### src/rtl/core_ctrl_pkg.sv
// Shared types and constants for the core pipeline control logic.
// Holds the forwarding select encodings, the sequencer state enum and defaults.
package core_ctrl_pkg;

   localparam int unsigned REG_W       = 5;
   localparam int unsigned ECC_CNT_W   = 4;
   localparam int unsigned ECC_LAT_DEF = 2;
   localparam int unsigned CNT_W_DEF   = 16;

   localparam logic [1:0] FWD_RF  = 2'b00;
   localparam logic [1:0] FWD_WB  = 2'b01;
   localparam logic [1:0] FWD_MEM = 2'b10;

   typedef enum logic {
      RUN      = 1'b0,
      ECC_WAIT = 1'b1
   } ctrl_state_e;

   // Operand source for one execute-stage register; the memory stage wins over writeback.
   function automatic logic [1:0] fwd_sel(input logic             wr_m,
                                          input logic [REG_W-1:0] rd_m,
                                          input logic             wr_w,
                                          input logic [REG_W-1:0] rd_w,
                                          input logic [REG_W-1:0] rs);
      logic [1:0] sel;
      sel = FWD_RF;
      if (wr_m && (rd_m != '0) && (rd_m == rs)) begin
         sel = FWD_MEM;
      end else if (wr_w && (rd_w != '0) && (rd_w == rs)) begin
         sel = FWD_WB;
      end
      return sel;
   endfunction

endpackage

### src/rtl/hazard_sequencer_if.sv
// Hazard-control bundle between the pipeline datapath and the hazard sequencer.
// master drives the stage register/event inputs, slave produces the control outputs.
interface hazard_sequencer_if #(
   parameter int unsigned CNT_W = 16
);
   import core_ctrl_pkg::*;

   logic [REG_W-1:0] Rs1_D;
   logic [REG_W-1:0] Rs2_D;
   logic [REG_W-1:0] Rs1_E;
   logic [REG_W-1:0] Rs2_E;
   logic [REG_W-1:0] RD_E;
   logic             ResultSrcE;
   logic             RegWriteM;
   logic [REG_W-1:0] RD_M;
   logic             RegWriteW;
   logic [REG_W-1:0] RD_W;
   logic             PCSrcE;
   logic             EccErrM;

   logic [1:0]       ForwardA_E;
   logic [1:0]       ForwardB_E;
   logic             StallF;
   logic             StallD;
   logic             StallE;
   logic             FlushD;
   logic             FlushE;
   logic             EccBusy;
   logic [CNT_W-1:0] StallCount;
   logic [CNT_W-1:0] FlushCount;

   modport master (
      output Rs1_D, Rs2_D, Rs1_E, Rs2_E, RD_E, ResultSrcE,
             RegWriteM, RD_M, RegWriteW, RD_W, PCSrcE, EccErrM,
      input  ForwardA_E, ForwardB_E, StallF, StallD, StallE,
             FlushD, FlushE, EccBusy, StallCount, FlushCount
   );

   modport slave (
      input  Rs1_D, Rs2_D, Rs1_E, Rs2_E, RD_E, ResultSrcE,
             RegWriteM, RD_M, RegWriteW, RD_W, PCSrcE, EccErrM,
      output ForwardA_E, ForwardB_E, StallF, StallD, StallE,
             FlushD, FlushE, EccBusy, StallCount, FlushCount
   );

endinterface

### src/rtl/sat_counter.sv
// Up-counter that sticks at its all-ones maximum instead of wrapping.
module sat_counter #(
   parameter int unsigned W = 16
) (
   input  logic         clk,
   input  logic         rst_n,
   input  logic         inc_i,
   output logic [W-1:0] count_o
);

   logic [W-1:0] count_q;
   logic [W-1:0] count_d;

   always_comb begin
      count_d = count_q;
      if (inc_i && (count_q != '1)) begin
         count_d = count_q + W'(1);
      end
   end

   always_ff @(posedge clk or negedge rst_n) begin
      if (!rst_n) begin
         count_q <= '0;
      end else begin
         count_q <= count_d;
      end
   end

   assign count_o = count_q;

endmodule

### src/rtl/hazard_sequencer.sv
// Pipeline hazard control: operand forwarding, load-use stall, branch flush and
// ECC-correction freeze for the 5-stage core, plus saturating debug event counters.
module hazard_sequencer
   import core_ctrl_pkg::*;
#(
   parameter int unsigned ECC_LAT = ECC_LAT_DEF,
   parameter int unsigned CNT_W   = CNT_W_DEF
) (
   input  logic               clk,
   input  logic               rst,
   hazard_sequencer_if.slave  hz
);

   ctrl_state_e          state_q;
   ctrl_state_e          state_d;
   logic [ECC_CNT_W-1:0] cnt_q;
   logic [ECC_CNT_W-1:0] cnt_d;

   logic lu;
   logic br;
   logic ecc;
   logic stall_f;
   logic stall_d;
   logic stall_e;
   logic flush_d;
   logic flush_e;
   logic busy;
   logic flush_evt;

   assign lu  = hz.ResultSrcE && (hz.RD_E != '0) &&
                ((hz.RD_E == hz.Rs1_D) || (hz.RD_E == hz.Rs2_D));
   assign br  = hz.PCSrcE;
   assign ecc = hz.EccErrM;

   // Next state and control decode; in RUN the priority is ecc > br > lu.
   always_comb begin
      state_d   = state_q;
      cnt_d     = cnt_q;
      stall_f   = 1'b0;
      stall_d   = 1'b0;
      stall_e   = 1'b0;
      flush_d   = 1'b0;
      flush_e   = 1'b0;
      busy      = 1'b0;
      flush_evt = 1'b0;
      case (state_q)
         RUN: begin
            if (ecc) begin
               stall_f = 1'b1;
               stall_d = 1'b1;
               stall_e = 1'b1;
               cnt_d   = ECC_CNT_W'(ECC_LAT - 1);
               state_d = ECC_WAIT;
            end else if (br) begin
               flush_d   = 1'b1;
               flush_e   = 1'b1;
               flush_evt = 1'b1;
            end else if (lu) begin
               stall_f = 1'b1;
               stall_d = 1'b1;
               flush_e = 1'b1;
            end
         end
         ECC_WAIT: begin
            stall_f = 1'b1;
            stall_d = 1'b1;
            stall_e = 1'b1;
            busy    = 1'b1;
            if (cnt_q == ECC_CNT_W'(1)) begin
               state_d = RUN;
            end else begin
               cnt_d = cnt_q - ECC_CNT_W'(1);
            end
         end
         default: begin
            state_d = RUN;
         end
      endcase
   end

   always_ff @(posedge clk or negedge rst) begin
      if (!rst) begin
         state_q <= RUN;
         cnt_q   <= '0;
      end else begin
         state_q <= state_d;
         cnt_q   <= cnt_d;
      end
   end

   // Outputs are combinational; reset holds them low without waiting for a clock.
   assign hz.ForwardA_E = rst ? fwd_sel(hz.RegWriteM, hz.RD_M, hz.RegWriteW, hz.RD_W, hz.Rs1_E)
                              : FWD_RF;
   assign hz.ForwardB_E = rst ? fwd_sel(hz.RegWriteM, hz.RD_M, hz.RegWriteW, hz.RD_W, hz.Rs2_E)
                              : FWD_RF;
   assign hz.StallF  = rst & stall_f;
   assign hz.StallD  = rst & stall_d;
   assign hz.StallE  = rst & stall_e;
   assign hz.FlushD  = rst & flush_d;
   assign hz.FlushE  = rst & flush_e;
   assign hz.EccBusy = rst & busy;

   sat_counter #(.W(CNT_W)) u_stall_cnt (
      .clk     (clk),
      .rst_n   (rst),
      .inc_i   (stall_f),
      .count_o (hz.StallCount)
   );

   sat_counter #(.W(CNT_W)) u_flush_cnt (
      .clk     (clk),
      .rst_n   (rst),
      .inc_i   (flush_evt),
      .count_o (hz.FlushCount)
   );

endmodule

### src/flat_wrapper.sv
// flat-port wrapper written by rule: the top's interface ports become plain ports
module hazard_sequencer_flat import core_ctrl_pkg::*;
#(
   parameter int unsigned ECC_LAT = ECC_LAT_DEF,
   parameter int unsigned CNT_W   = CNT_W_DEF
)
  (clk, rst, hz_Rs1_D, hz_Rs2_D, hz_Rs1_E, hz_Rs2_E, hz_RD_E, hz_ResultSrcE, hz_RegWriteM, hz_RD_M, hz_RegWriteW, hz_RD_W, hz_PCSrcE, hz_EccErrM, hz_ForwardA_E, hz_ForwardB_E, hz_StallF, hz_StallD, hz_StallE, hz_FlushD, hz_FlushE, hz_EccBusy, hz_StallCount, hz_FlushCount);
  hazard_sequencer_if #(.CNT_W(CNT_W)) hz_i ();
  input  logic clk;
  input  logic rst;
  input wire logic [$bits(hz_i.Rs1_D)-1:0] hz_Rs1_D;
  input wire logic [$bits(hz_i.Rs2_D)-1:0] hz_Rs2_D;
  input wire logic [$bits(hz_i.Rs1_E)-1:0] hz_Rs1_E;
  input wire logic [$bits(hz_i.Rs2_E)-1:0] hz_Rs2_E;
  input wire logic [$bits(hz_i.RD_E)-1:0] hz_RD_E;
  input wire logic [$bits(hz_i.ResultSrcE)-1:0] hz_ResultSrcE;
  input wire logic [$bits(hz_i.RegWriteM)-1:0] hz_RegWriteM;
  input wire logic [$bits(hz_i.RD_M)-1:0] hz_RD_M;
  input wire logic [$bits(hz_i.RegWriteW)-1:0] hz_RegWriteW;
  input wire logic [$bits(hz_i.RD_W)-1:0] hz_RD_W;
  input wire logic [$bits(hz_i.PCSrcE)-1:0] hz_PCSrcE;
  input wire logic [$bits(hz_i.EccErrM)-1:0] hz_EccErrM;
  output wire logic [$bits(hz_i.ForwardA_E)-1:0] hz_ForwardA_E;
  output wire logic [$bits(hz_i.ForwardB_E)-1:0] hz_ForwardB_E;
  output wire logic [$bits(hz_i.StallF)-1:0] hz_StallF;
  output wire logic [$bits(hz_i.StallD)-1:0] hz_StallD;
  output wire logic [$bits(hz_i.StallE)-1:0] hz_StallE;
  output wire logic [$bits(hz_i.FlushD)-1:0] hz_FlushD;
  output wire logic [$bits(hz_i.FlushE)-1:0] hz_FlushE;
  output wire logic [$bits(hz_i.EccBusy)-1:0] hz_EccBusy;
  output wire logic [$bits(hz_i.StallCount)-1:0] hz_StallCount;
  output wire logic [$bits(hz_i.FlushCount)-1:0] hz_FlushCount;
  assign hz_i.Rs1_D = hz_Rs1_D;
  assign hz_i.Rs2_D = hz_Rs2_D;
  assign hz_i.Rs1_E = hz_Rs1_E;
  assign hz_i.Rs2_E = hz_Rs2_E;
  assign hz_i.RD_E = hz_RD_E;
  assign hz_i.ResultSrcE = hz_ResultSrcE;
  assign hz_i.RegWriteM = hz_RegWriteM;
  assign hz_i.RD_M = hz_RD_M;
  assign hz_i.RegWriteW = hz_RegWriteW;
  assign hz_i.RD_W = hz_RD_W;
  assign hz_i.PCSrcE = hz_PCSrcE;
  assign hz_i.EccErrM = hz_EccErrM;
  assign hz_ForwardA_E = hz_i.ForwardA_E;
  assign hz_ForwardB_E = hz_i.ForwardB_E;
  assign hz_StallF = hz_i.StallF;
  assign hz_StallD = hz_i.StallD;
  assign hz_StallE = hz_i.StallE;
  assign hz_FlushD = hz_i.FlushD;
  assign hz_FlushE = hz_i.FlushE;
  assign hz_EccBusy = hz_i.EccBusy;
  assign hz_StallCount = hz_i.StallCount;
  assign hz_FlushCount = hz_i.FlushCount;
  hazard_sequencer #(.ECC_LAT(ECC_LAT), .CNT_W(CNT_W)) u_core (.clk(clk), .rst(rst), .hz(hz_i));
endmodule
### config.mk
export PLATFORM = sky130hd
export DESIGN_NAME = hazard_sequencer_flat
export DESIGN_NICKNAME = d
export VERILOG_FILES = /design/src/rtl/core_ctrl_pkg.sv /design/src/rtl/hazard_sequencer_if.sv /design/src/rtl/sat_counter.sv /design/src/rtl/hazard_sequencer.sv /design/src/flat_wrapper.sv
export SDC_FILE = /design/constraint.sdc
export NUM_CORES = 1
export LEC_CHECK = 0
export CORE_MARGIN = 1
export CORE_UTILIZATION = 46
export CTS_CLUSTER_DIAMETER = 150
export DETAILED_ROUTE_END_ITERATION = 6
export HOLD_SLACK_MARGIN = 0.03
export PLACE_DENSITY = 0.87
export SYNTH_ARGS = -nofsm -noshare
export SYNTH_HDL_FRONTEND = slang
export SYNTH_HIERARCHICAL = 1
export SYNTH_SLANG_ARGS = --single-unit
### constraint.sdc
create_clock -name clk -period 2.3 [get_ports clk]
set_input_delay 0.345 -clock clk [delete_from_list [all_inputs] [get_ports clk]]
set_output_delay 0.345 -clock clk [all_outputs]
set_load 0.005 [all_outputs]
* Word level (Yosys, flattened, before mapping)
Cells that the tools add are included.
** Storage, ports and cells
- Flip-flop bits (word level) :: 37
- Logic and storage cells :: 63
** Cells by class
- Add/sub/neg operators :: 3
- Equality and inequality tests :: 11
- Multiplexer cells :: 24
- Bitwise gates (word level) :: 6
- Reductions and logical operators :: 15
** Operators by type and width (number)
- adder 16 x 1 -> 16 bit, second input constant :: 2
- != test 16 bit, second input constant :: 2
- == test 5 bit :: 6
- nonzero test 5 bit :: 3
- 2-to-1 mux 1 bit :: 14
- logical AND 1 bit :: 10
- 2-to-1 mux 2 bit :: 4
- 2-to-1 mux 4 bit :: 2
- one-hot mux 4 bit (2 select lines) :: 1
- one-hot mux 1 bit (2 select lines) :: 3
- bitwise AND 1 bit :: 5
- == test 4 x 1 -> 1 bit, second input constant :: 1
- != test 2 bit, second input constant :: 2
- subtractor 4 x 1 -> 4 bit, second input constant :: 1
- AND reduction 2 bit :: 1
- logical OR 1 bit :: 1
- NOT 1 bit :: 1

* Depth between registers and ports, before layout
Gate-level depths: netlist of run 1.
- Depth after elaboration :: 8
- Depth in mapped cells :: 8
- Depth with buffers taken out :: 8

* By module
The synthesis of run 1 kept the hierarchy.
** By module, submodules not included
- sat_counter :: instances 2, cells each 72, area each 859.6 um^2, sequential area each 400.4 um^2
- hazard_sequencer :: instances 1, cells each 90, area each 742.0 um^2, sequential area each 125.1 um^2

* Worst setup path before layout of run 1
No wires, ideal clock.
- Path kind :: input to register
- Start :: input port hz_RD_E[3]
- End :: register u_core.u_stall_cnt.count_q[5], in the netlist u_core/u_stall_cnt/count_o[5]
- Arrival :: 2.065 ns
- Required time :: 2.181 ns
- Setup slack :: 0.116 ns
- Stages :: 8
- Buffers on the path :: 0
- Cells stage by stage :: xor2_1 nor3_1 a22oi_1 o31ai_1 and3_1 and4_2 o211ai_1 o21a_1
** Between the ends
- Cells in the longest elaborated chain, start to end :: 8
- Elaborated cells on any way between the ends :: 11
- Classes of those cells :: eq/ne: 2; mux: 4; reduce/logical: 5
** RTL lines
- start, declared :: line flat_wrapper.sv:15 : input wire logic [$bits(hz_i.RD_E)-1:0] hz_RD_E;
- == test 5 bit or nonzero test 5 bit (tied branches) :: line hazard_sequencer.sv:31, hazard_sequencer.sv:30
- logical OR 1 bit or logical AND 1 bit (tied branches) :: line hazard_sequencer.sv:31, hazard_sequencer.sv:30
- logical AND 1 bit * :: line hazard_sequencer.sv:30 : assign lu = hz.ResultSrcE && (hz.RD_E != '0) &&
- 2-to-1 mux 1 bit * (3 in a row)
- one-hot mux 1 bit (2 select lines) *
- via u_core.stall_d :: line hazard_sequencer.sv:23 : logic stall_d;
- logical AND 1 bit * :: line sat_counter.sv:16 : if (inc_i && (count_q != '1)) begin
- end signal, assigned :: line sat_counter.sv:25 : count_q <= count_d;
- end, declared :: line sat_counter.sv:11 : logic [W-1:0] count_q;
The timed path passes the listed nets; every way through them passes the cells marked *.
A chain may end at the register's enable or synchronous reset.

* Worst setup path after layout of run 1
- Start :: input port hz_Rs1_D[0]
- End :: output port hz_StallF
** Between the ends
- Cells in the longest elaborated chain, start to end :: 8
** RTL lines
- start, declared :: line flat_wrapper.sv:11 : input wire logic [$bits(hz_i.Rs1_D)-1:0] hz_Rs1_D;
- == test 5 bit :: line hazard_sequencer.sv:31 : ((hz.RD_E == hz.Rs1_D) || (hz.RD_E == hz.Rs2_D));
- logical OR 1 bit :: line hazard_sequencer.sv:31
- logical AND 1 bit :: line hazard_sequencer.sv:30
- 2-to-1 mux 1 bit :: line hazard_sequencer.sv:58 : end else if (lu) begin
- 2-to-1 mux 1 bit :: line hazard_sequencer.sv:54 : end else if (br) begin
- 2-to-1 mux 1 bit :: line hazard_sequencer.sv:48 : if (ecc) begin
- one-hot mux 1 bit (2 select lines) :: line hazard_sequencer.sv:46 : case (state_q)
- bitwise AND 1 bit :: line hazard_sequencer.sv:96 : assign hz.StallF = rst & stall_f;
- end, declared :: line flat_wrapper.sv:25 : output wire logic [$bits(hz_i.StallF)-1:0] hz_StallF;
Every way passes these cells.

==> results of run 1 <==
-- worst max-delay path, delay by kind of cell --
family	cells	cell delay (ns)
buffers and inverters	3	0.83
AOI/OAI and AO/OA	2	0.34
and+or+nand+nor	1	0.22
xor gates and xnor gates	1	0.15
-- cells in the final DEF, fill, tap and decap left out, drive strengths merged, types with 5 or more instances in the layout --
cell type / count
clkdlybuf4s50: 60
dfrtp: 37
buf: 36
xor2: 28
nand4: 20
xnor2: 16
dlygate4sd2: 14
nand3: 14
nand2: 12
o21a: 10
nor2: 9
clkbuf: 8
o21ai: 8
nor4: 8
a21oi: 7
a31oi: 6
and4: 6
inv: 5
or4: 5
nor3: 5
-- power by group --
group	internal, mW	switching, mW	leakage [nW]	total [mW]
logic	0.564	0.411	1.12	0.975
registers	0.786	0.207	0.489	0.994
clock network	0.271	0.219	0.0542	0.490
-- routing by layer --
metal / GRT usage (%) / up-vias
met2: 41.2 / 91
met3: 6.29 / 8
met5: 0 / -
li1: - / 1138
met1: 27.2 / 1127
met4: 7.00 / 0
-- repair_timing --
item,CTS,global route
pin swaps,11,8
gates resized for setup,35,14
setup buffers,4,1
endpoints found under the setup margin,15,14
-- through the flow --
stage          cell area (sq um)  hold WS (ns)  worst slack (ns)  TNS (ns)  utilization (%)
6_report                    3790         0.149            0.0690         0             73.7
4_1_cts                     3750         0.151            0.0218         0             72.9
3_5_place_dp                3590         0.465            -0.406     -7.52             69.8
2_1_floorplan               2460        0.0494             0.116         0                -
5_1_grt                     3790         0.153           -0.0289   -0.0553             73.7
3_3_place_gp                3590         0.462            -0.390     -6.10             69.8
-- area by class of cell --
cell class                 instances  area (sq um)
clock buffer                       7          96.3
timing repair buffer             116          1050
multi-input combinational        190          1600
clock inverter                     1          5.00
tap                               70          87.6
sequential                        37           926
fill                             397          1350
inverter                           5          18.8
-- kinds of logic after synthesis --
kind of cell	after synthesis	share of synthesized area (%)
buf+inv	7	1.22
simple gates	94	28.8
fa+ha+maj	4	2.03
mux	2	0.915
flops	37	37.6
xor+xnor	44	15.7
compound gates	46	13.8
-- sequential cells by signal (all words and copies together), names as in the netlist --
name and cells:
u_core/u_flush_cnt/count_o 16, u_core/u_stall_cnt/count_o 16, u_core/cnt_q 4, u_core/state_q 1
-- worst max-delay path by stage --
stage / end / slack (ns) / from
finish: hz_StallF / 0.07 / hz_Rs1_D[0]
global route: hz_StallF / -0.03 / hz_Rs2_D[3]
CTS: hz_ForwardB_E[1] / 0.02 / hz_RD_M[2]
detailed placement: hz_ForwardB_E[0] / -0.41 / hz_RD_W[4]
global placement: hz_StallD / -0.39 / hz_RD_E[2]
floorplan: u_core/u_stall_cnt/count_o[5] / 0.12 / hz_RD_E[3]
==> summary.txt, run 1 <==
Place
  – # placed instances: around 420
  – Port bufs: slightly above 80
  – Placed wire-length estimate: slightly below 5000 microns
  – Global placer's final weighted congestion: 0.791

GRT
  – Global-route wire length before repair: around 10000 microns
  – Vias in the first global route: approximately 2300
  – GRT Overall Usage: a little under a quarter
  – Initial antenna violation count: 0
  – Global-route congestion overflow total: 0
  – Largest net degree at the start of global routing: 29

Routing
  – DRT Pass-1 Iters: 4
  – Violation count after the first detailed-routing iteration: a little under 80
  – M1 WL: approximately 2700 microns
  – Final ANT Viol Nets: 0
  – Via count: 2364
  – Wire per inst: ~15 microns
  – Highest Signal Layer: met4
  – Met3 Routed Length: roughly 450 microns
  – Met2 WL post-DR: 3210 microns
  – Drt via density: between 5 and 6
  – WL final: 6450 microns
  – DRC Markers: 0

Logic synthesis
  – Seq/Total Area, Yosys: 37.6%
  – Top-count cell post-synth: dfrtp_1
  – Main area contributors after synthesis: dfrtp_1 (38%), xor2_1 (10%), xnor2_1 (5.7%), nand4_1 (4.1%), nor4_4 (3.5%)
  – Synth Net Count: between 200 and 300
  – Post-synthesis register bit count: 37
  – Asr flop ratio synth: 100%
  – Synthesized area: about 2500 sq um
  – Synth warn: 6
  – Most used DFF post-synth: dfrtp_1
  – Cells after Synth: 234
  – EDFF count, synth: 0
  – Top-area cell type share of the netlist area: between 30 and 40%
  – Distinct cells, synth: 48
  – Mapped Avg Cell Area: between 10 and 15 sq um
  – Area leader, netlist: dfrtp_1
  – Top cells by count, synth: dfrtp_1 (37), xor2_1 (28), nand4_1 (16), xnor2_1 (16)

Worst setup path
  – WP data required: approximately 2 ns
  – RR Endpoint: u_core/u_stall_cnt/count_o[1]
  – Arr. time, crit path: between 1.5 and 2 ns
  – Critical Path Slowest Stage Cell: clkdlybuf4s50_1
  – Worst setup SP type: input port
  – WS Path Type: input port to output pin
  – Crit-path cells: clkdlybuf4s50_1 > xor2_1 > nor3_1 > a22oi_2 > buf_4 > o41ai_4 > clkdlybuf4s15_1
  – Worst R2R Path Depth: 9
  – CP max FO: 3
  – Register-to-register path setup slack: approximately 0.35 ns
  – Worst r2r src: u_core/state_q
  – Slowest stage delay, CP: 0.42 ns
  – Critical Path End Type: output pin

Clock network
  – CTS tree: done
  – Reg clk slew, reported paths: about 0.07 ns
  – Cts hold-fix bufs: 0
  – Clock Latency Late Sink: about 0.28 ns
  – Root buffer cell: clkbuf_8
  – Number of H-tree levels: 2
  – Clk sinks: 37
  – Num CTS Buffers: 5
  – Longest Clk Path Bufs: 2

Cells and area
  – Layout cells sized above 1: between 20% and 30%
  – Synthesis-to-finish area growth: 53.8%
  – Antenna fix cells: 0
  – Layout net count: approximately 400
  – Layout Cells excl Fill: between 400 and 500

STA
  – Worst-Margin Slew: 0.535 ns
  – Fin crit period: about 2.2 ns
  – Setup Skew: around 0.0075 ns
  – Peak Freq: between 0.4 and 0.5 GHz
  – Slew Limit Fails: 0
  – Tcrit/Tclk final: a little over nine tenths
  – Final hold vios: 0
  – Worst slew margin: around 64%
  – Count of final setup violators: 0

Floorplan
  – Row cnt: 26
  – Full die area: 5650 sq um
  – Ports: 84
  – Initial Util: 47.9%
  – Die Wd: about 75 microns
  – CORE AREA: 5140 sq um
  – Die H: 75.1 microns

Status
  – Status: finished, final reports clean

Pwr
  – VDD IR-drop max: about 0.00048 V
  – Total Power: about 2.5 mW
  – Pwr/cell area: approximately 650 nW/um^2
  – Leakage: approximately 1.7 nW

Worst hold path
  – Hold Path Class: input port to asynchronous set/reset pin

Job
  – MaxCap Viol Count: 0
Note: power is estimated with default switching activity, not from simulation.
==> run 2, diff against run 1 <==
Settings changed: ABC_CLOCK_PERIOD_IN_PS from default to 2300, PLACE_DENSITY 0.87 to 0.81.
==> summary.txt, run 2 (same netlist as run 1, synthesis figures left out) <==
Floorplan
  – Full die area: 5650 sq um (unchanged)
  – Initial Util: 47.9% (unchanged)
  – CORE AREA: 5140 sq um (unchanged)
  – Die Wd: 75.1 microns (unchanged)
  – Row cnt: 26 (unchanged)
  – Die H: 75.1 microns (unchanged)
  – Ports: 84 (unchanged)

Place
  – # placed instances: 410 (was 415)
  – Global placer's final weighted congestion: 0.811 (was 0.791)
  – DP Worst Slack: -0.452 ns (was -0.406 ns)
  – Port bufs: 83 (unchanged)
  – Placed wire-length estimate: 4850 microns (was 4900 microns)
  – Placement Cell Area: 3550 sq um (was 3590 sq um)

Clock network
  – Root buffer cell: clkbuf_8 (unchanged)
  – Clock Latency Late Sink: 0.30 ns (was 0.28 ns)
  – CTS tree: done (unchanged)
  – Number of H-tree levels: 2 (unchanged)
  – Longest Clk Path Bufs: 2 (unchanged)
  – Num CTS Buffers: 5 (unchanged)
  – Clk sinks: 37 (unchanged)
  – Reg clk slew, reported paths: 0.08 ns (was 0.07 ns)

GRT
  – GRT Overall Usage: 24.2% (was 23.1%)
  – Met2 Use GR: 44.4% (was 41.2%)
  – Vias in the first global route: 2277 (was 2287)
  – Global-route congestion overflow total: 0 (unchanged)
  – Largest net degree at the start of global routing: 22 (was 29)
  – Met3 usage: 5.76% (was 6.29%)
  – Global-route wire length before repair: 10300 microns (was 10000 microns)
  – Initial antenna violation count: 0 (unchanged)
  – Met1 usage: 27.8% (was 27.2%)
  – Global routing's busiest layer: met2 (unchanged)

Routing
  – Via count: 2345 (was 2364)
  – WL final: 6640 microns (was 6450 microns)
  – DRC Markers: 0 (unchanged)
  – Wire per inst: 15.7 microns (was 15.1 microns)
  – Violation count after the first detailed-routing iteration: 71 (was 79)
  – DRT Pass-1 Iters: 4 (unchanged)
  – Final ANT Viol Nets: 0 (unchanged)
  – Drt via density: 5.54 (was 5.55)

Cells and area
  – Fillers: 385 (was 397)
  – Most common cell after layout, fill and taps aside: clkdlybuf4s50_1 (unchanged)
  – Layout net count: 398 (was 401)
  – Cell area after layout: 3810 sq um (was 3790 sq um)
  – Commonest cells after routing, fill and taps aside: clkdlybuf4s50_1 (51), dfrtp_1 (37), xor2_1 (28) (was clkdlybuf4s50_1 (60), dfrtp_1 (37), buf_4 (33))
  – Layout cells sized above 1: 22.9% (was 22.8%)
  – Area of the multi-input gates: 1640 sq um (was 1600 sq um)
  – Layout Cells excl Fill: 423 (was 426)
  – Synthesis-to-finish area growth: 55.0% (was 53.8%)
  – Antenna fix cells: 0 (unchanged)
  – FF+latch area: 926 sq um (unchanged)
  – Final core occ: 74.2% (was 73.7%)

Pwr
  – P_sw: 0.881 mW (was 0.837 mW)
  – Sequential Power Share: 41.0% (was 40.4%)
  – Switch share: 35.9% (was 34.1%)
  – Int Power: 1.57 mW (was 1.62 mW)
  – Pwr/cell area: 643 nW/um^2 (was 649 nW/um^2)
  – Comb power frac: 40.9% (was 39.7%)
  – Clock share of power: 18.1% (was 19.9%)
  – Leakage: 1.72 nW (was 1.66 nW)
  – VDD IR-drop max: 0.000598 V (was 0.000478 V)
  – Total Power: 2.45 mW (was 2.46 mW)

Worst setup path
  – Worst setup SP type: input port (unchanged)
  – CP max FO: 2 (was 3)
  – WS Path Type: input port to output pin (unchanged)
  – Critical Path Slowest Stage Cell: or4_4 (was clkdlybuf4s50_1)
  – CP Buf/Inv Count: 2 (was 3)
  – Arr. time, crit path: 1.90 ns (was 1.89 ns)
  – Critical Path End Type: output pin (unchanged)
  – Top delay family on crit path: simple AND/OR/NAND/NOR gates (was buffers and inverters)
  – Slowest stage delay, CP: 0.55 ns (was 0.42 ns)
  – WP data required: 1.96 ns (about the same)
  – Crit-path most repeated cell: dlygate4sd2_1
  – Register-to-register path setup slack: 0.44 ns (was 0.35 ns)
  – Crit-path cells: dlygate4sd2_1 > or4_4 > o21ai_4 > nor4_4 > and2_2 > dlygate4sd2_1 (was clkdlybuf4s50_1 > xor2_1 > nor3_1 > a22oi_2 > buf_4 > o41ai_4 > clkdlybuf4s15_1)

STA
  – Setup Skew: 0.00565 ns (was 0.00754 ns)
  – Peak Freq: 0.445 GHz (was 0.448 GHz)
  – RSZ-0062 raised after global routing: true
  – Fin crit period: 2.25 ns (was 2.23 ns)
  – Fin Hold WS: 0.229 ns (was 0.149 ns)
  – Slew Limit Fails: 0 (unchanged)
  – Setup_tns: 0 ns (unchanged)
  – Final hold vios: 0 (unchanged)
  – Count of final setup violators: 0 (unchanged)
  – Final worst slack: 0.0530 ns (was 0.0690 ns)
  – Worst slew margin: 65.9% (was 64.3%)
  – Worst-Margin Slew: 0.511 ns (was 0.535 ns)
  – Tcrit/Tclk final: 97.7% (was 97.0%)

Status
  – Status: finished, final reports clean (unchanged)

Worst hold path
  – Hold Path Class: input port to asynchronous set/reset pin (unchanged)

Job
  – MaxCap Viol Count: 0 (unchanged)
[run 2: cell count changes in the layout (fill, tap and decap cells not counted), sizes merged]
cell / delta
buf: -4
clkinv: +1
clkdlybuf4s50: -9
dlygate4sd2: -2
dlygate4sd3: +1
clkdlybuf4s15: +2
dlymetal6s2s: +8
[run 2: path summary, 6_finish.rpt]
kind / from / endpoint / cells after the start
setup / recovery: hz_RD_M[3] / hz_ForwardB_E[1] / 6
hold / removal: rst / u_core/u_stall_cnt/count_o[12] / 3
setup reg to reg: u_core/state_q / u_core/u_stall_cnt/count_o[14] / 9
hold reg to reg: u_core/u_flush_cnt/count_o[15] / u_core/u_flush_cnt/count_o[15] / 1
max in group asynchronous: rst / u_core/u_flush_cnt/count_o[1] / 3
min in group clk: u_core/u_flush_cnt/count_o[15] / u_core/u_flush_cnt/count_o[15] / 1
[run 2: cell type report]
| type | instances | area share (%) |
|---|---|---|
| inverters | 5 | 0.492 |
| well taps | 70 | 2.30 |
| multi-input cells | 190 | 43.0 |
| clock inverters | 2 | 0.262 |
| repair buffers | 113 | 27.8 |
| clock buffers | 6 | 1.90 |
| flip-flops and latches | 37 | 24.3 |
[run 2: power groups by stage]
stage,Combinational (mW),Clock (mW),Sequential (mW)
CTS,0.947,0.452,1.00
global route,1.11,0.475,1.03
floorplan,0.454,0,0.962
global placement,0.903,0,0.999
detailed placement,0.923,0,1.01
finish,1.00,0.445,1.01
[run 2: worst min-delay path, cell delays in order]
cell	delay [ns]
buf_2	0.14
buf_4	0.17
buf_4	0.25
[run 2: repair_timing]
| item | CTS | global route |
|---|---|---|
| pin swaps | 9 | 19 |
| endpoints found under the hold margin | 1 | 0 |
| setup endpoints to repair | 15 | 20 |
| hold buffers | 1 | 0 |
| gates resized for setup | 34 | 38 |
| setup buffers | 3 | 1 |
[run 2: layer usage]
layer	vias to the layer above	wire length (microns)
met5	-	0
met4	0	112
met3	11	394
met2	82	3470
met1	1121	2660
li1	1131	-
==> run 3, diff against run 2 <==
Settings changed: SLEW_MARGIN from default to 20.
==> results of run 3 <==
Final layout, timing and power as in run 2 (identical DEF).
==> edit 1: new RTL, settings of run 3 <==
Set the package constant `CNT_W_DEF` to 32 (it was 16).
--- a/src/rtl/core_ctrl_pkg.sv
+++ b/src/rtl/core_ctrl_pkg.sv
@@ -5,7 +5,7 @@
    localparam int unsigned REG_W       = 5;
    localparam int unsigned ECC_CNT_W   = 4;
    localparam int unsigned ECC_LAT_DEF = 2;
-   localparam int unsigned CNT_W_DEF   = 16;
+   localparam int unsigned CNT_W_DEF   = 32;
 
    localparam logic [1:0] FWD_RF  = 2'b00;
    localparam logic [1:0] FWD_WB  = 2'b01;
Ports: changed (resized hz_FlushCount and hz_StallCount); port bits go from 84 to 116. The function was not compared with the original's and may differ.
==> edit 1 against run 3 <==
- die area increased by 60%
- first-iteration DRC count up 100%
- final area grew 54%
- critical path depth grew 1
- total power grew 46%
- sequential cell count up 32
- setup slack got worse by 20 ps
- clock power rose by 110%
- routed wire length is 74% higher
- via count increased by 61%
- synthesized area is 62% higher
- count of clock-buffer cells in the layout grew 6
- critical path type unchanged
- largest cell class unchanged
==> edit 1: results (changes against run 3) <==
h-tree-depth: 3  # was 2
worst_pin_slew_ps: 854  # was 511 ps
synthMuxAreaShare_pct: 1.13  # was 0.915%
min_path_type: "primary input to asynchronous set/reset pin"  # unchanged
grt_pass1_wl_mm: 18.2  # was 10.3 mm
clkTransAtPathRegs_ps: 60  # was 80 ps
drive_above_1_share_pct: 19.2  # was 22.9%
synthTopCellsByArea: "dfrtp_1, xnor2_1, xor2_1"  # was dfrtp_1, xor2_1, xnor2_1
wl_met2_mm: 5.87  # was 3.47 mm
antenna_found_initial: 0  # unchanged
p_leak_nw: 2.50  # was 1.72 nW
timing.reg2reg.setup_slack_ps: 60  # was 440 ps
nNetsFinal: 603  # was 398
reg2reg_depth: 5  # was 9
grt_overflow_total: 0  # unchanged
grt_max_degree: 70  # was 22
yosysSeqAreaShare_pct: 43.3  # was 37.6%
wirelength_met1_mm: 4.63  # was 2.66 mm
r2r_end: "u_core/u_stall_cnt/count_o[24]$_DFFE_PN0P_"  # was u_core/u_stall_cnt/count_o[14]$_DFFE_PN0P_
yosys.area_share.adder_pct: 1.25  # was 2.03%
synth_common_cells: "dfrtp_1, xnor2_1, nand2_1, xor2_1, nand3_1"  # was dfrtp_1, xor2_1, nand4_1, xnor2_1
cts_buffer_depth: 2  # unchanged
wl_met3_um: 720  # was 394 µm
gp_congestion: 0.862  # was 0.811
ys_types: 46  # was 48
numCtsBuffers: 9  # was 5
switching_power_mw: 1.12  # was 0.881 mW
r2r-start: "u_core/u_stall_cnt/count_o[4]$_DFFE_PN0P_"  # was u_core/state_q$_DFF_PN0_
arrival_ps: 1920  # was 1900 ps
synth_compound_area_share_pct: 5.42  # was 13.8%
numPortBuffers: 115  # was 83
drt_iter0_drc: 142  # was 71
critPathCapture: "hz_ForwardA_E[1]"  # was hz_ForwardB_E[1]
synth_xor_area_share_pct: 19.3  # was 15.7%
finalClockSkew_ps: 11.0  # was 5.65 ps
grt.total_usage_pct: 26.2  # was 24.2%
mappedNetlistNets: 438  # was 280
vias: 3781  # was 2345
ir_drop_mv: 0.401  # was 0.598 mV
status: "finished clean"  # unchanged
nFillCells: 607  # was 385
clk_latency_ps: 340  # was 300 ps
dp_hpwl_mm: 8.00  # was 4.85 mm
edit 1: power by group through the flow:
| stage | logic, mW | registers (mW) | clock network (mW) |
|---|---|---|---|
| 6_report | 1.09 | 1.57 | 0.932 |
| 5_1_grt | 1.18 | 1.60 | 1.01 |
| 4_1_cts | 1.07 | 1.56 | 0.963 |
| 3_5_place_dp | 1.00 | 1.58 | 0 |
| 3_3_place_gp | 0.961 | 1.56 | 0 |
| 2_1_floorplan | 0.481 | 1.53 | 0 |
edit 1: worst min-delay path by stage:
| stage | to | slack (ps) | cells past startpoint |
|---|---|---|---|
| after global placement | u_core/u_flush_cnt/count_o[31]$_DFFE_PN0P_ | 490 | 1 |
| after detailed placement | u_core/u_flush_cnt/count_o[31]$_DFFE_PN0P_ | 510 | 1 |
| after global routing | u_core/cnt_q[2]$_DFFE_PN0P_ | 450 | 3 |
| after floorplan | u_core/cnt_q[0]$_DFFE_PN0P_ | 50 | 0 |
| after CTS | u_core/cnt_q[0]$_DFFE_PN0P_ | 400 | 3 |
| final | u_core/cnt_q[2]$_DFFE_PN0P_ | 380 | 3 |
edit 1: kinds of logic (layout without fill, tap and decap cells):
| logic type | after synthesis | after routing |
|---|---|---|
| buffers and inverters | 13 | 183 |
| adder cells (fa/ha/maj) | 4 | 4 |
| AND/OR/NAND/NOR | 186 | 186 |
| AO/OA/AOI/OAI | 28 | 28 |
| flip-flops | 69 | 69 |
| multiplexers | 4 | 4 |
| XOR/XNOR | 88 | 88 |
edit 1: worst max-delay path, cell delays in order:
cell and delay [ps]:
dlygate4sd2_1 260, or4_4 500, o21ai_4 180, buf_6 130, nor4_4 50, and2_2 210, dlygate4sd2_1 260
edit 1: stage by stage:
step	hold WS [ps]	area [µm²]	util (%)	cells	worst slack [ps]
6_report	380	5890	71.0	667	32.6
5_1_grt	453	5890	71.0	667	-13.0
4_1_cts	399	5800	69.9	663	23.8
3_5_place_dp	509	5510	66.4	642	-546
3_3_place_gp	487	5510	66.4	642	-386
2_1_floorplan	49.4	4000	-	392	18.4
edit 1: final cells by class:
type | count | area, µm² | share of cell area, %
Clock buffer | 12 | 135 | 2.29
Clock inverter | 4 | 48.8 | 0.828
Inverter | 7 | 26.3 | 0.446
Multi-Input combinational cell | 310 | 2350 | 39.9
Sequential cell | 69 | 1730 | 29.3
Tap cell | 105 | 131 | 2.23
Timing Repair Buffer | 160 | 1480 | 25.1
edit 1: routing by layer:
layer	vias to the layer above	global-route usage (%)
met1	1842	30.7
li1	1747	-
met4	0	11.4
met2	164	46.5
met3	28	4.70
met5	-	0
edit 1: repair_timing:
item,4_1_cts,5_1_grt
pin swaps,17,15
gates resized for setup,47,21
setup endpoints to repair,29,24
setup buffers,5,4
==> edit 2: new RTL, flow settings as in run 3 <==
Without the edit above. Reset style: synchronous (`rst` and `rst_n`), changed in 2 clocked blocks.
--- a/src/rtl/sat_counter.sv
+++ b/src/rtl/sat_counter.sv
@@ -18,7 +18,7 @@
       end
    end
 
-   always_ff @(posedge clk or negedge rst_n) begin
+   always_ff @(posedge clk) begin
       if (!rst_n) begin
          count_q <= '0;
       end else begin
--- a/src/rtl/hazard_sequencer.sv
+++ b/src/rtl/hazard_sequencer.sv
@@ -78,7 +78,7 @@
       endcase
    end
 
-   always_ff @(posedge clk or negedge rst) begin
+   always_ff @(posedge clk) begin
       if (!rst) begin
          state_q <= RUN;
          cnt_q   <= '0;
Check against the original RTL: differs if rst is asserted again (counterexample within 4 cycles, from zero or initial values and one cycle with rst low); with rst held inactive, the same outputs for 10 cycles.
==> edit 2 against run 3 <==
- sequential cell count stayed put
- register-to-register slack worse by 150 ps
- final area is 2.0% lower
- fmax is 0.38% higher
- routed wire length is 10% higher
- synthesized area is 2.8% lower
- setup slack better by 8.6 ps
- non-clock buffer count is 5 higher
- largest cell class unchanged
- highest routed layer unchanged
Power is not compared: it rests on default switching activity, and its combinational part moved more than twofold at a synthesized area within 25%.
==> edit 2: results (changes against run 3) <==
async_flop_share_pct: 0  # was 100%
synthMuxAreaShare_pct: 2.51  # was 0.915%
met3_usage_pct: 5.56  # was 5.76%
clk_latency_ps: 300  # about the same
ir_drop_mv: 0.231
grtUsageMet1_pct: 32.7  # was 27.8%
antenna_found_initial: 0  # unchanged
gp_congestion: 0.934  # was 0.811
use_met2_pct: 47.9  # was 44.4%
mappedNetlistNets: 332  # was 280
ys_types: 40  # was 48
yosys.area_share.adder_pct: 2.09  # was 2.03%
grt_pass1_wl_mm: 11.6  # was 10.3 mm
min_path_type: "flip-flop to flip-flop"  # was primary input to asynchronous set/reset pin
relSlewSlack_pct: 56.4  # was 65.9%
synth_top_flop_cell: "dfxtp_1"  # was dfrtp_1
drt_iter0_drc: 186  # was 71
yosysSeqAreaShare_pct: 31.0  # was 37.6%
nNetsFinal: 452  # was 398
cts_buffer_depth: 2  # unchanged
placed_cell_area_mm2: 0.00352  # was 0.00355 mm²
grt.total_usage_pct: 27.2  # was 24.2%
synth_compound_area_share_pct: 15.7  # was 13.8%
synth_xor_area_share_pct: 12.4  # was 15.7%
finalClockSkew_ps: 12.0  # was 5.65 ps
grt_max_degree: 14  # was 22
synthTopCellsByArea: "dfxtp_1, xor2_1, a21oi_1"  # was dfrtp_1, xor2_1, xnor2_1
viasPerCell: 5.71  # was 5.54
h-tree-depth: 2  # unchanged
nFillCells: 354  # was 385
critical_path.max_stage_delay_ps: 500  # was 550 ps
synth_common_cells: "dfxtp_1, xor2_1, nand2_1, a21oi_1, nand3_1"  # was dfrtp_1, xor2_1, nand4_1, xnor2_1
dp_hpwl_mm: 5.10  # was 4.85 mm
grt_pass1_vias: 2486  # was 2277
wl_mm: 7.31  # was 6.64 mm
status: "finished clean"  # unchanged
drive_above_1_share_pct: 17.7  # was 22.9%
dp_slack_ps: -441  # was -452 ps
[edit 2: cell count changes after synthesis, moves of 10 or more]
cell,delta
a21oi_1,+14
dfrtp_1,-37
dfxtp_1,+37
nand2_1,+11
nand4_1,-10
o21a_1,-10
o31ai_1,+10
[edit 2: final timing paths]
| kind | startpoint | endpoint | cells past startpoint | slack [ps] |
|---|---|---|---|---|
| worst max-delay path | hz_RD_M[3] | hz_ForwardB_E[0] | 6 | 60 |
| worst min-delay path | u_core/u_flush_cnt/count_o[9]$_SDFFE_PN0P_ | u_core/u_flush_cnt/count_o[9]$_SDFFE_PN0P_ | 2 | 510 |
| worst max register to register | u_core/state_q$_SDFF_PN0_ | u_core/u_flush_cnt/count_o[6]$_SDFFE_PN0P_ | 6 | 290 |
| worst min register to register | u_core/u_flush_cnt/count_o[9]$_SDFFE_PN0P_ | u_core/u_flush_cnt/count_o[9]$_SDFFE_PN0P_ | 2 | 510 |
[edit 2: power breakdown]
part	total, mW	internal (mW)	leakage [nW]	switching [mW]
combinational	0.314	0.171	1.13	0.143
sequential	0.674	0.655	0.300	0.0196
clock	0.484	0.243	0.0512	0.241
[edit 2: stage by stage]
stage | cells | hold slack, ps
after global placement | 463 | 474
final | 474 | 513
after floorplan | 286 | 458
after CTS | 472 | 498
after global routing | 474 | 544
after detailed placement | 463 | 486
[edit 2: layout make-up]
cell class | count | area (µm²) | share of cell area [%]
sequential | 37 | 741 | 19.8
tap | 67 | 83.8 | 2.24
timing repair buffer | 118 | 1100 | 29.5
multi-input combinational | 231 | 1670 | 44.6
clock inverter | 2 | 13.8 | 0.368
inverter | 13 | 48.8 | 1.30
clock buffer | 6 | 82.6 | 2.21
[edit 2: cell families after synthesis]
group	Yosys count
flops	37
xor+xnor	34
fa+ha+maj	4
simple gates	127
mux	6
buf+inv	18
compound gates	60
[edit 2: worst max-delay path: cells and delay by family]
| family | cells | cell delay, ps |
|---|---|---|
| AND/OR/NAND/NOR | 3 | 760 |
| buffers and inverters | 2 | 560 |
| AO/OA/AOI/OAI | 1 | 230 |
[edit 2: repair_timing]
action,CTS,global route
setup endpoints to repair,18,18
gates cloned,1,0
pin swaps,9,14
setup buffers,1,2
hold buffers,0,0
gates resized for setup,35,25
[edit 2: routing by layer]
metal  vias up  wire [µm]
met5         -          0
met4         0        158
met3        15        495
met2       113       3700
met1      1253       2950
li1       1325          -
